### config.mk
export PLATFORM = sky130hd
export DESIGN_NAME = seq_multiplier
export DESIGN_NICKNAME = d
export VERILOG_FILES = /design/src/rtl/seq_multiplier_pkg.sv /design/src/rtl/seq_multiplier.sv
export SDC_FILE = /design/constraint.sdc
export NUM_CORES = 1
export LEC_CHECK = 0
export ABC_AREA = 0
export BUFFER_PORTS_ARGS = -buffer_cell sky130_fd_sc_hd__buf_2
export CAP_MARGIN = 20
export CORE_MARGIN = 4
export CORE_UTILIZATION = 54
export CTS_BUF_LIST = sky130_fd_sc_hd__clkbuf_8
export DETAILED_ROUTE_END_ITERATION = 8
export PLACE_DENSITY_LB_ADDON = 0.12
export SLEW_MARGIN = 10
export SYNTH_ARGS = -nofsm -noshare
export SYNTH_HDL_FRONTEND = slang
export SYNTH_SLANG_ARGS = --single-unit
### constraint.sdc
create_clock -name clk -period 2.43 [get_ports clk]
set_input_delay 0.243 -clock clk [delete_from_list [all_inputs] [get_ports clk]]
set_output_delay 0.243 -clock clk [all_outputs]
set_load 0.01 [all_outputs]
### src/rtl/seq_multiplier_pkg.sv
// Shared types and defaults for the iterative shift-add multiplier.
package seq_multiplier_pkg;

  localparam int DEFAULT_WIDTH = 8;

  typedef enum logic [1:0] {
    MUL_IDLE = 2'd0,
    MUL_RUN  = 2'd1,
    MUL_DONE = 2'd2
  } mul_state_e;

endpackage

### src/rtl/seq_multiplier.sv
// Iterative shift-add multiplier: n-bit signed/unsigned operands, full 2n-bit product
// as hi/lo, one adder stepped over n cycles behind a start/busy/done handshake.
module seq_multiplier
  import seq_multiplier_pkg::*;
#(
  parameter int n = DEFAULT_WIDTH
) (
  input  logic         clk,
  input  logic         rst_n,
  input  logic         start,
  input  logic [n-1:0] a,
  input  logic [n-1:0] b,
  input  logic         sign,
  output logic         busy,
  output logic         done,
  output logic [n-1:0] hi,
  output logic [n-1:0] lo
);

  localparam int CW = $clog2(n + 1);

  mul_state_e      state, state_nxt;
  logic [2*n:0]    acc;
  logic [n-1:0]    mcand;
  logic            neg;
  logic [CW-1:0]   count;

  logic            accept, last_step;
  logic            as_op, bs_op;
  logic [n-1:0]    a_mag, b_mag;
  logic [n:0]      sum;
  logic [2*n:0]    step_acc;
  logic [2*n-1:0]  prod_fix;

  // Two's-complement negate used both for operand magnitudes and for the final sign fixup.
  function automatic logic [2*n-1:0] cond_neg(input logic en, input logic [2*n-1:0] v);
    return en ? (~v + {{(2*n-1){1'b0}}, 1'b1}) : v;
  endfunction

  assign accept    = start && ((state == MUL_IDLE) || (state == MUL_DONE));
  assign last_step = (state == MUL_RUN) && (count == CW'(1));

  assign as_op = sign & a[n-1];
  assign bs_op = sign & b[n-1];
  assign a_mag = n'(cond_neg(as_op, {{n{1'b0}}, a}));
  assign b_mag = n'(cond_neg(bs_op, {{n{1'b0}}, b}));

  assign sum      = acc[2*n:n] + {1'b0, mcand};
  assign step_acc = acc[0] ? ({sum, acc[n-1:0]} >> 1) : (acc >> 1);
  assign prod_fix = cond_neg(neg, step_acc[2*n-1:0]);

  always_ff @(posedge clk or negedge rst_n) begin
    if (!rst_n) state <= MUL_IDLE;
    else        state <= state_nxt;
  end

  always_comb begin
    state_nxt = state;
    case (state)
      MUL_IDLE: if (start) state_nxt = MUL_RUN;
      MUL_RUN:  if (count == CW'(1)) state_nxt = MUL_DONE;
      MUL_DONE: state_nxt = start ? MUL_RUN : MUL_IDLE;
      default:  state_nxt = MUL_IDLE;
    endcase
  end

  always_comb begin
    busy = (state == MUL_RUN);
    done = (state == MUL_DONE);
  end

  // Accept captures magnitudes; each RUN cycle is one conditional add plus shift.
  always_ff @(posedge clk or negedge rst_n) begin
    if (!rst_n) begin
      acc   <= '0;
      mcand <= '0;
      neg   <= 1'b0;
      count <= '0;
      hi    <= '0;
      lo    <= '0;
    end else if (accept) begin
      acc   <= {1'b0, {n{1'b0}}, b_mag};
      mcand <= a_mag;
      neg   <= as_op ^ bs_op;
      count <= CW'(n);
    end else if (state == MUL_RUN) begin
      acc   <= step_acc;
      count <= count - CW'(1);
      if (last_step) {hi, lo} <= prod_fix;
    end
  end

endmodule

Word level (Yosys, flattened, before mapping) --
Index checks and enable logic that the tools add are counted.
Storage, ports and cells: flip-flop bits (word level) 48, latch bits 0, bits in writable memories 0, memory bits (read-only) 0, input bits 20, output and inout port bits 18, logic and storage cells 43, memories kept 0
Operators by class: add/sub/neg operators 5, $mul 0, div/mod/pow operators 0, order comparisons 0, equal/unequal tests 5, shift operators 0, muxes and demuxes 12, bitwise gates (word level) 7, reduce and logical (&&, ||, !) cells 7
Operators by type and width (number):
- 2-to-1 mux 17 bit | 2
- 2-to-1 mux 16 bit | 2
- adder 16 x 1 -> 16 bit, second input constant | 1
- adder 8 x 1 -> 8 bit, second input constant | 2
- 2-to-1 mux 8 bit | 2
- inverter 16 bit | 1
- inverter 8 bit | 2
- adder 9 x 8 -> 9 bit | 1
- 2-to-1 mux 4 bit | 2
- one-hot mux 2 bit (3 select lines) | 1
- equality test 4 x 1 -> 1 bit, second input constant | 1
- 2-to-1 mux 2 bit | 2
- subtractor 4 x 1 -> 4 bit, second input constant | 1
- AND reduction 3 bit | 1
- bitwise AND 1 bit | 2
- equality test 2 x 1 -> 1 bit, second input constant | 1
- equality test 2 bit, second input constant | 1
- logical AND 1 bit | 2
- logical NOT 2 bit | 1
- inequality test 2 x 1 -> 1 bit, second input constant | 1
- inequality test 2 bit, second input constant | 1
- AND reduction 2 bit | 1
- nonzero test 2 bit | 1
- logical OR 1 bit | 1
- other kinds (3) | 3

Logic depth before layout (Yosys ltp) --
Gate-level depths: netlist of the first run.
depth in word-level cells 5, gate-level depth with buffers 9, mapped depth without buffers 9

Least setup slack after synthesis of the first run --
OpenSTA, ideal clock, no wires.
kind reg2reg, from reg acc[8], to reg hi[6], library setup time 0.125 ns, arrival time 2.296 ns, data required time 2.305 ns, path slack 0.010 ns, cell stages (with the launch flop) 10, path buffers 0, clock period less this slack 2.420 ns, cells stage by stage dfrtp_1 -> ha_1 -> fa_1 -> nand3_1 -> nor3b_1 -> o221ai_2 -> a211oi_2 -> a31oi_1 -> xnor2_1 -> mux2_2
On the way: cells in the longest elaborated chain, start to end 5
RTL lines:
- from (decl) | line seq_multiplier.sv:23 | logic [2*n:0] acc;
- from (signal assigned) | line seq_multiplier.sv:82 | acc <= {1'b0, {n{1'b0}}, b_mag};
- from (signal assigned) | line seq_multiplier.sv:87 | acc <= step_acc;
- adder 9 x 8 -> 9 bit | line seq_multiplier.sv:48 | assign sum = acc[2*n:n] + {1'b0, mcand};
- 2-to-1 mux 16 bit (*) | line seq_multiplier.sv:49 | assign step_acc = acc[0] ? ({sum, acc[n-1:0]} >> 1) : (acc >> 1);
- inverter 16 bit | line seq_multiplier.sv:37 | return en ? (~v + {{(2*n-1){1'b0}}, 1'b1}) : v;
- adder 16 x 1 -> 16 bit | line seq_multiplier.sv:37
- 2-to-1 mux 16 bit (*) | line seq_multiplier.sv:37
- to (signal assigned) | line seq_multiplier.sv:89 | if (last_step) {hi, lo} <= prod_fix;
- to (decl) | line seq_multiplier.sv:16 | output logic [n-1:0] hi,
Every way passes the cells marked *; elsewhere a longest branch is shown, timed or not. A chain may end at the register's enable or synchronous reset.

Worst setup path in the final report of the first run --
Ends and elaborated chain as after synthesis.

==> flow_summary.yaml, run 1 <==
outcome:
  outcome: "complete, but fails checks"
  violations: "negative setup slack"
yosys:
  synthMuxAreaShare_pct: 2.70
  synth.net_count: 346
  synth_fa_ha_area_share_pct: 6.46
  ys_ff_latch: 47
  syn_area_per_cell_um2: 9.07
  netlist_area_mm2: 0.00283
  synth_compound_area_share_pct: 20.6
  yosys.area_share.simple_pct: 15.6
  synth_top_family_by_area: "compound AO/OA/AOI/OAI gates"
  yosysUniqueCellTypes: 48
  synth_warnings: 0
  ys_seq_area_share_pct: 41.6
  synthCells: 312
  synthXorXnorAreaFrac_pct: 8.67
die:
  coreArea_mm2: 0.00511
  die_y_um: 80.4
  die_area_mm2: 0.00646
  die_x_um: 80.4
  start_util_pct: 55.4
  rows: 26
  io_pins: 38
drt:
  routed_via_density: 5.51
  routed_wl_mm: 6.31
  initialDrtViolationCount: 96
  dr_total_vias: 2404
  drtPass1Iterations: 4
  drtAntennaViolNets: 0
  wl_per_cell_um: 14.5
  drc: 0
global_route:
  grt_use_met1_pct: 28.7
  grt_first_pass_wirelength_mm: 10.7
  gr-max-usage-layer: "met2"
  grtUsageMet2_pct: 35.3
  grt-ovfl-total: 0
  grt_max_degree: 29
  grt_use_met3_pct: 4.60
  gr-usage-all-layers_pct: 21.5
  grt_pass1_vias: 2284
  antenna_found_initial: 0
cts:
  clock_sinks: 47
  clk_pin_slew_worst_paths_ns: 0.09
  cts_tree: "done"
  cts_buffers: 5
  htree_levels: 2
  cts-root-buf: "clkbuf_8"
  clock_path_buffers: 2
  clock_latency_ns: 0.31
final_layout:
  area_growth_pct: 18.3
  seq_area_mm2: 0.00118
  final_cell_mix: "dfrtp_1, nand2_1, buf_2"
  multi_input_area_mm2: 0.00157
  nets: 399
  drive_gt1_share_pct: 23.2
  fillers: 450
  stdcell_area_mm2: 0.00335
  diodes: 0
  instances_no_fill: 436
  final_common_cell: "dfrtp_1"
pwr:
  total_power_mw: 4.52
  power.leakage_nw: 1.56
  power_density_mw_per_mm2: 1350
  vdd_drop_max_v: 0.000659
critical_path:
  critical_path_class: "flop to flop"
  critPathRequiredTime_ns: 2.63
  arrival_ns: 2.67
  startpoint_type: "flop"
  cp-end-kind: "flop"
  path_max_fanout: 3
placement:
  dp.cells: 423
  place_area_mm2: 0.00318
  dp_hpwl_mm: 4.82
  io_buffers: 37
  gp_congestion: 0.835
timing:
  slew_headroom_pct: 42.8
  setup_slack_ns: -0.0453
  post-route-period-util_pct: 102
  fin_hold_ws_ns: 0.234
  worst_pin_slew_ns: 0.857
  setup_viol: 1
  maxSlewViolCount: 0
  hold_viol: 0
  fin_skew_ns: 0.00842
  rsz0062_at_grt: "true"
  period_minus_slack_ns: 2.48
  max_freq_mhz: 404
  final.setup.tns_ns: -0.0453
hold_path:
  hp-class: "primary input to flop"
run:
  drv_cap: 0
==> report_power, final <==
| group | switching, mW | internal (mW) | total (mW) |
|---|---|---|---|
| registers | 0.334 | 1.14 | 1.47 |
| clock network | 0.278 | 0.203 | 0.481 |
| logic | 1.39 | 1.18 | 2.57 |
==> metal layers <==
metal  vias to the layer above  routed length (um)
met3                         6                 323
met4                         0                  50
met5                         -                   0
met2                        67                3030
met1                      1129                2910
li1                       1202                   -
==> worst paths after layout <==
check,from,to,slack (ns),depth (start not counted)
setup / recovery,acc[8],hi[6],-0.05,9
hold / removal,b[3],acc[3],0.23,3
setup reg to reg,acc[8],hi[6],-0.05,9
hold reg to reg,lo[3],lo[3],0.48,2
max in group asynchronous,rst_n,mcand[6],1.48,3
min in group asynchronous,rst_n,lo[0],0.38,2
==> area by class of cell <==
type,count,share of cell area (%)
multi-input combinational,234,46.8
timing repair buffer,60,10.9
clock inverter,3,0.598
inverter,17,1.91
sequential,47,35.2
tap,70,2.62
clock buffer,5,2.06
==> cell usage after synthesis (all sizes together) <==
cell    count  area (um2)
dfrtp      47        1180
nand2      46         173
o21ai      44         220
xnor2      18         158
inv        17        63.8
nor2       16        60.1
a21oi      13        68.8
ha         13         163
clkbuf     12        45.0
xor2       10        87.6
nand3       9        45.0
a22oi       5        37.5
mux2i       5        53.8
o31ai       5        37.5
a211oi      4        35.0
a31oi       4        31.3
or3         4        25.0
a21o        3        22.5
nand2b      3        18.8
nor2b       3        18.8
nor3        3        15.0
nor3b       3        22.5
nor4        3        25.0
a22o        2        17.5
and3        2        12.5
buf         2        16.3
mux2        2        22.5
o221ai      2        23.8
a2111o      1        11.3
a21boi      1        7.51
a311oi      1        8.76
a31o        1        8.76
a41oi       1        16.3
and4        1        10.0
fa          1        20.0
nand4       1        6.26
nand4b      1        8.76
o211ai      1        7.51
o221a       1        20.0
o41ai       1        8.76
==> flip-flops by register name (all words and copies together) (netlist names) <==
signal  flops
acc        16
count       4
hi          8
lo          8
mcand       8
neg         1
state       2
==> critical path, stage by stage (launching register included) <==
cell,delay [ns]
dfrtp_1,0.40
ha_2,0.20
fa_2,0.35
nand3_1,0.13
nor3b_4,0.24
o221ai_2,0.14
a211oi_2,0.32
a31oi_1,0.16
xnor2_1,0.17
mux2_4,0.26
==> stage by stage <==
stage / utilization [%] / setup WS (ns)
2_1_floorplan: - / 0.00951
4_1_cts: 64.8 / 0.0222
3_3_place_gp: 62.2 / -0.0418
5_1_grt: 65.5 / -0.188
6_report: 65.5 / -0.0453
3_5_place_dp: 62.2 / -0.134
==> logic make-up (layout without fill, tap and decap cells) <==
logic type	count (synthesis)	in the layout
DFF	47	47
xor gates and xnor gates	28	28
and+or+nand+nor	95	95
muxes	7	7
AOI/OAI and AO/OA	90	90
adders and majority gates	14	14
buffers and inverters	31	85
==> timing repair <==
| action | CTS | global route |
|---|---|---|
| cloned | 0 | 0 |
| endpoints found under the setup margin | 3 | 6 |
| resized for setup | 4 | 7 |
| hold buffers | 1 | 0 |
| setup buffers | 3 | 1 |
| pin swaps | 2 | 3 |
| endpoints found under the hold margin | 15 | 0 |
Power figures use the tool's default switching activity.
==> run 2: changes to the inputs <==
ABC_AREA = 1   (was 0)
SLEW_MARGIN = 20   (was 10)
==> run 2 against run 1 <==
  * Die area is 5.4% higher
  * Clock-buffer cell count is 2 higher
  * Largest cell class unchanged
  * First-iteration DRC count is 96% higher
  * Setup slack better by 0.27 ns
  * Worst hold slack worse by 0.024 ns
  * Combinational power is 6% higher
  * The flow now finishes without violations
  * Critical endpoint unchanged
  * Highest routed layer unchanged
  * Critical path depth is 5 higher
==> flow_summary.yaml, run 2 <==
outcome:
  outcome: "finished clean"
yosys:
  synth_top_area_cell: "dfrtp_1"
  ys_ff_latch: 47
  synth-main-ff-cell: "dfrtp_1"
  yosysMostFrequentCell: "nand2_1"
  syn_area_per_cell_um2: 7.67
  netlist_area_mm2: 0.00300
  yosysUniqueCellTypes: 36
  synth_warnings: 0
  synth.net_count: 425
  synthCells: 391
  synth_edf_count: 0
  synth_top_area_share_pct: 39.2
  synth_area_leaders: "dfrtp_1, nand2_1, nand3_1, inv_1, ha_1"
  synth.cells.most_frequent: "nand2_1, dfrtp_1, inv_1"
  async_flop_share_pct: 100
  ys_seq_area_share_pct: 39.2
cts:
  cts_resized: 0
  clock_latency_ns: 0.30
  cts-root-buf: "clkbuf_8"
  clock_path_buffers: 2
  htree_levels: 2
  cts_tree: "done"
  cts_buffers: 5
  clk_pin_slew_worst_paths_ns: 0.08
  clock_sinks: 47
global_route:
  grt_pass1_vias: 2502
  antenna_found_initial: 0
  grt_use_met3_pct: 3.47
  grt_use_met1_pct: 29.8
  grtUsageMet2_pct: 35.6
  grt_max_degree: 27
  grt-ovfl-total: 0
  gr-max-usage-layer: "met2"
  gr-usage-all-layers_pct: 21.6
  grt_first_pass_wirelength_mm: 11.5
final_layout:
  final_common_cell: "nand2_1"
  diodes: 0
  area_growth_pct: 12.4
  largest-register: "acc"
  final_cell_mix: "nand2_1, dfrtp_1, inv_1"
  drive_gt1_share_pct: 18.8
  seq_area_mm2: 0.00118
  fillers: 481
  nets: 465
  multi_input_area_mm2: 0.00157
  largest_register_ff_count: 16
die:
  rows: 26
  die_area_mm2: 0.00681
  die_y_um: 82.5
  coreArea_mm2: 0.00524
  die_x_um: 82.5
  io_pins: 38
  start_util_pct: 57.3
timing:
  period_minus_slack_ns: 2.20
  worst_pin_slew_ns: 0.574
  setup_slack_ns: 0.226
  final.setup.tns_ns: 0
  post-route-period-util_pct: 90.7
  hold_viol: 0
  max_freq_mhz: 454
  fin_skew_ns: 0.00794
  slew_headroom_pct: 61.7
  setup_viol: 0
  rsz0062_at_grt: "false"
  maxSlewViolCount: 0
critical_path:
  path_max_fanout: 3
  crit_chain: "ha_1, fa_1, nand2_4, nand2_4, inv_2, nand3_2, nor2_4, nand3_1, nor2_2, nand3_1, nand2_1, nand2_1, nand3_1, nand2_1"
  critical_path_class: "flop to flop"
  startpoint_type: "flop"
  path_buf_inv: 1
  crit_family: "simple AND/OR/NAND/NOR gates"
  cp_slowest_cell: "fa_1"
  cp-end-kind: "flop"
  r2r_cells: 14
  slowest_delay_ns: 0.49
  arrival_ns: 2.40
  critPathRequiredTime_ns: 2.62
  path_depth: 14
  r2r_slack_ns: 0.23
pwr:
  power_density_mw_per_mm2: 1380
  power.leakage_nw: 1.76
  vdd_drop_max_v: 0.000743
drt:
  dr_total_vias: 2673
  initialDrtViolationCount: 188
  drtPass1Iterations: 4
  routed_wl_mm: 6.70
  drc: 0
  drtAntennaViolNets: 0
  wl_per_cell_um: 13.4
  routed_via_density: 5.32
hold_path:
  hp-class: "primary input to flop"
  whs_path_depth: 3
placement:
  gp_congestion: 0.872
  io_buffers: 37
  dp_hpwl_mm: 5.20
  dpl_worst_slack_ns: 0.249
run:
  drv_cap: 0
## run 2: changes by cell type after synthesis, sizes merged, moves of 4 or more
cell,previous run,this run
nand2,46,107
inv,17,54
nand3,9,39
xnor2,18,3
nor2,16,28
o21ai,44,34
clkbuf,12,7
mux2i,5,0
o221ai,2,7
o22ai,0,5
a211oi,4,0
a22oi,5,1
or3,4,0
## run 2: cell type report
cell class | instances | area share, %
Clock buffer | 7 | 2.86
Sequential cell | 47 | 34.9
Timing Repair Buffer | 43 | 6.90
Multi-Input combinational cell | 280 | 46.6
Inverter | 54 | 6.01
Tap cell | 70 | 2.60
Clock inverter | 1 | 0.111
## run 2: through the flow
| step | cell area, um2 | util (%) | hold WS, ns | total power, mW | std cells |
|---|---|---|---|---|---|
| after global routing | 3370 | 64.4 | 0.209 | 5.15 | 502 |
| after detailed placement | 3260 | 62.3 | 0.272 | 4.16 | 493 |
| after floorplan | 3000 | - | -0.0526 | 3.49 | 391 |
| after global placement | 3260 | 62.3 | 0.266 | 4.10 | 493 |
| after CTS | 3370 | 64.4 | 0.196 | 4.70 | 502 |
| final | 3370 | 64.4 | 0.210 | 4.66 | 502 |
## run 2: worst paths after layout
check	end	from
worst max register to register	hi[6]	acc[8]
max in group asynchronous	lo[6]	rst_n
worst max-delay path	hi[6]	acc[8]
worst min register to register	hi[5]	hi[5]
worst min-delay path	acc[0]	b[0]
min in group asynchronous	acc[14]	rst_n
## run 2: logic make-up (layout without fill, tap and decap cells)
logic type	after synthesis	count (layout)	share of synthesized area (%)
adder cells (fa/ha/maj)	14	14	6.09
flip-flops	47	47	39.2
XOR/XNOR	14	14	4.09
AND/OR/NAND/NOR	187	187	29.7
buffers and inverters	64	105	8.39
AO/OA/AOI/OAI	65	65	12.5
## run 2: where the power goes
group | internal [mW] | switching, mW
registers | 1.16 | 0.262
clock network | 0.256 | 0.257
logic | 0.998 | 1.72
## run 2: worst register-to-register path, stage by stage (launching register included)
cell     delay, ns
dfrtp_1       0.42
ha_1          0.25
fa_1          0.49
nand2_4       0.09
nand2_4       0.06
inv_2         0.06
nand3_2       0.09
nor2_4        0.11
nand3_1       0.08
nor2_2        0.13
nand3_1       0.10
nand2_1       0.07
nand2_1       0.05
nand3_1       0.06
nand2_1       0.05
## run 2: timing repair
item,4_1_cts,5_1_grt
buffers inserted,0,0
endpoints found under the hold margin,22,0
hold buffers,1,0
## run 2: per-layer routing
layer	share of wire (%)	vias up
met4	0.58	0
met3	5.1	4
met2	49	67
met5	0	-
met1	46	1240
li1	-	1362
==> run 3: changes to the inputs <==
BUFFER_PORTS_ARGS = unset   (was -buffer_cell sky130_fd_sc_hd__buf_2)
CORE_UTILIZATION = 60   (was 54)
DONT_BUFFER_PORTS = 1   (was unset)
==> run 3 against run 2 <==
  * Clock-buffer cell count down 2
  * Worst hold slack got worse by 0.12 ns
  * Maximum frequency down 0.82%
  * Final cell count shrank 8.4%
  * Via count fell by 5.9%
  * Sequential power is 9% higher
  * Non-clock buffer count down 39
==> flow_summary.yaml, run 3 (same netlist as run 2, synthesis figures left out) <==
global_route:
  grt_pass1_vias: 2401
  gr-usage-all-layers_pct: 22.6
  grt-ovfl-total: 0
  antenna_found_initial: 0
  grt_max_degree: 48
  grt_first_pass_wirelength_mm: 11.1
drt:
  drtAntennaViolNets: 0
  drc: 0
  drtPass1Iterations: 5
  routed_wl_mm: 6.33
  wl_per_cell_um: 13.8
  initialDrtViolationCount: 177
  dr_total_vias: 2516
  routed_via_density: 5.47
cts:
  post_cts_buffers: 0
  cts-root-buf: "clkbuf_8"
  htree_levels: 2
  cts_buffers: 5
  clk_pin_slew_worst_paths_ns: 0.10
  clock_path_buffers: 2
  postCtsHoldBufs: 2
  cts_tree: "done"
  clock_latency_ns: 0.31
  cts_resized: 0
  clock_sinks: 47
critical_path:
  critPathRequiredTime_ns: 2.64
  arrival_ns: 2.43
  cp-end-kind: "flop"
  path_max_fanout: 3
  r2r_cells: 14
  critical_path_class: "flop to flop"
  startpoint_type: "flop"
  crit_start: "acc[8]"
  r2r_start: "acc[8]"
timing:
  slew_headroom_pct: 68.0
  setup_viol: 0
  max_freq_mhz: 450
  hold_viol: 0
  rsz0062_at_grt: "false"
  period_minus_slack_ns: 2.22
  fin_hold_ws_ns: 0.0887
  worst_pin_slew_ns: 0.479
  final.setup.tns_ns: 0
  post-route-period-util_pct: 91.5
  fin_skew_ns: 0.00723
  maxSlewViolCount: 0
die:
  rows: 25
  die_x_um: 78.7
  coreArea_mm2: 0.00479
  die_area_mm2: 0.00619
  start_util_pct: 62.7
  die_y_um: 78.7
  io_pins: 38
outcome:
  outcome: "finished clean"
final_layout:
  drive_gt1_share_pct: 10.9
  diodes: 0
  largest-register: "acc"
  nets: 426
  largest_register_ff_count: 16
  area_growth_pct: 6.76
  fin_util_pct: 66.9
  final_common_cell: "nand2_1"
  final_cell_mix: "nand2_1, dfrtp_1, inv_1"
pwr:
  power.leakage_nw: 1.61
  total_power_mw: 4.59
  vdd_drop_max_v: 0.000791
  power_density_mw_per_mm2: 1430
placement:
  dp_hpwl_mm: 4.85
  gp_congestion: 0.860
  io_buffers: 0
hold_path:
  hp-start: "b[0]"
  whs_path_depth: 2
  hp-class: "primary input to flop"
run:
  drv_cap: 0
[run 3: cell count changes in the layout (fill, tap and decap cells not counted)]
cell and change:
buf_2 -37, buf_4 -3, clkbuf_8 -2, inv_6 +1, clkinvlp_4 +1, inv_1 -1
buf_16 +1, bufinv_16 +1
[run 3: report_power, final]
group          total [mW]  switching (mW)  internal [mW]  leakage, nW
clock               0.600           0.290          0.310       0.0548
sequential           1.56           0.395           1.16        0.573
combinational        2.43            1.54          0.887        0.978
[run 3: through the flow]
step	area (um2)	std cells	worst slack (ns)
global route	3200	460	0.0352
global placement	3050	450	0.260
detailed placement	3050	450	0.202
finish	3200	460	0.208
CTS	3200	460	0.187
floorplan	3000	391	0.389
[run 3: worst paths after layout]
path	slack (ns)	endpoint
max in group asynchronous	1.78	acc[8]
setup reg to reg	0.21	hi[6]
min in group asynchronous	0.43	acc[15]
hold / removal	0.09	acc[0]
setup / recovery	0.21	hi[6]
hold reg to reg	0.50	mcand[4]
[run 3: layout make-up]
class / instances / area, um2
fillers: 417 / 1580
multi-input cells: 280 / 1570
flip-flops and latches: 47 / 1180
inverters: 54 / 203
well taps: 67 / 83.8
clock buffers: 5 / 68.8
repair buffers: 4 / 52.6
clock inverters: 3 / 46.3
[run 3: metal layers]
layer / share of wire, % / GRT usage, % / vias up
met1: 46 / 30.4 / 1163
met5: 0 / 0 / -
met2: 46 / 36.3 / 61
li1: - / - / 1282
met4: 1.5 / 6.82 / 0
met3: 5.8 / 5.33 / 10
[run 3: critical path: stages (launching register included)]
cell and delay [ns]:
dfrtp_1 0.41, ha_1 0.24, fa_1 0.49, nand2_4 0.09
nand2_4 0.06, inv_2 0.06, nand3_2 0.09, nor2_4 0.11
nand3_1 0.09, nor2_2 0.13, nand3_1 0.11, nand2_1 0.07
nand2_1 0.06, nand3_1 0.06, nand2_1 0.05
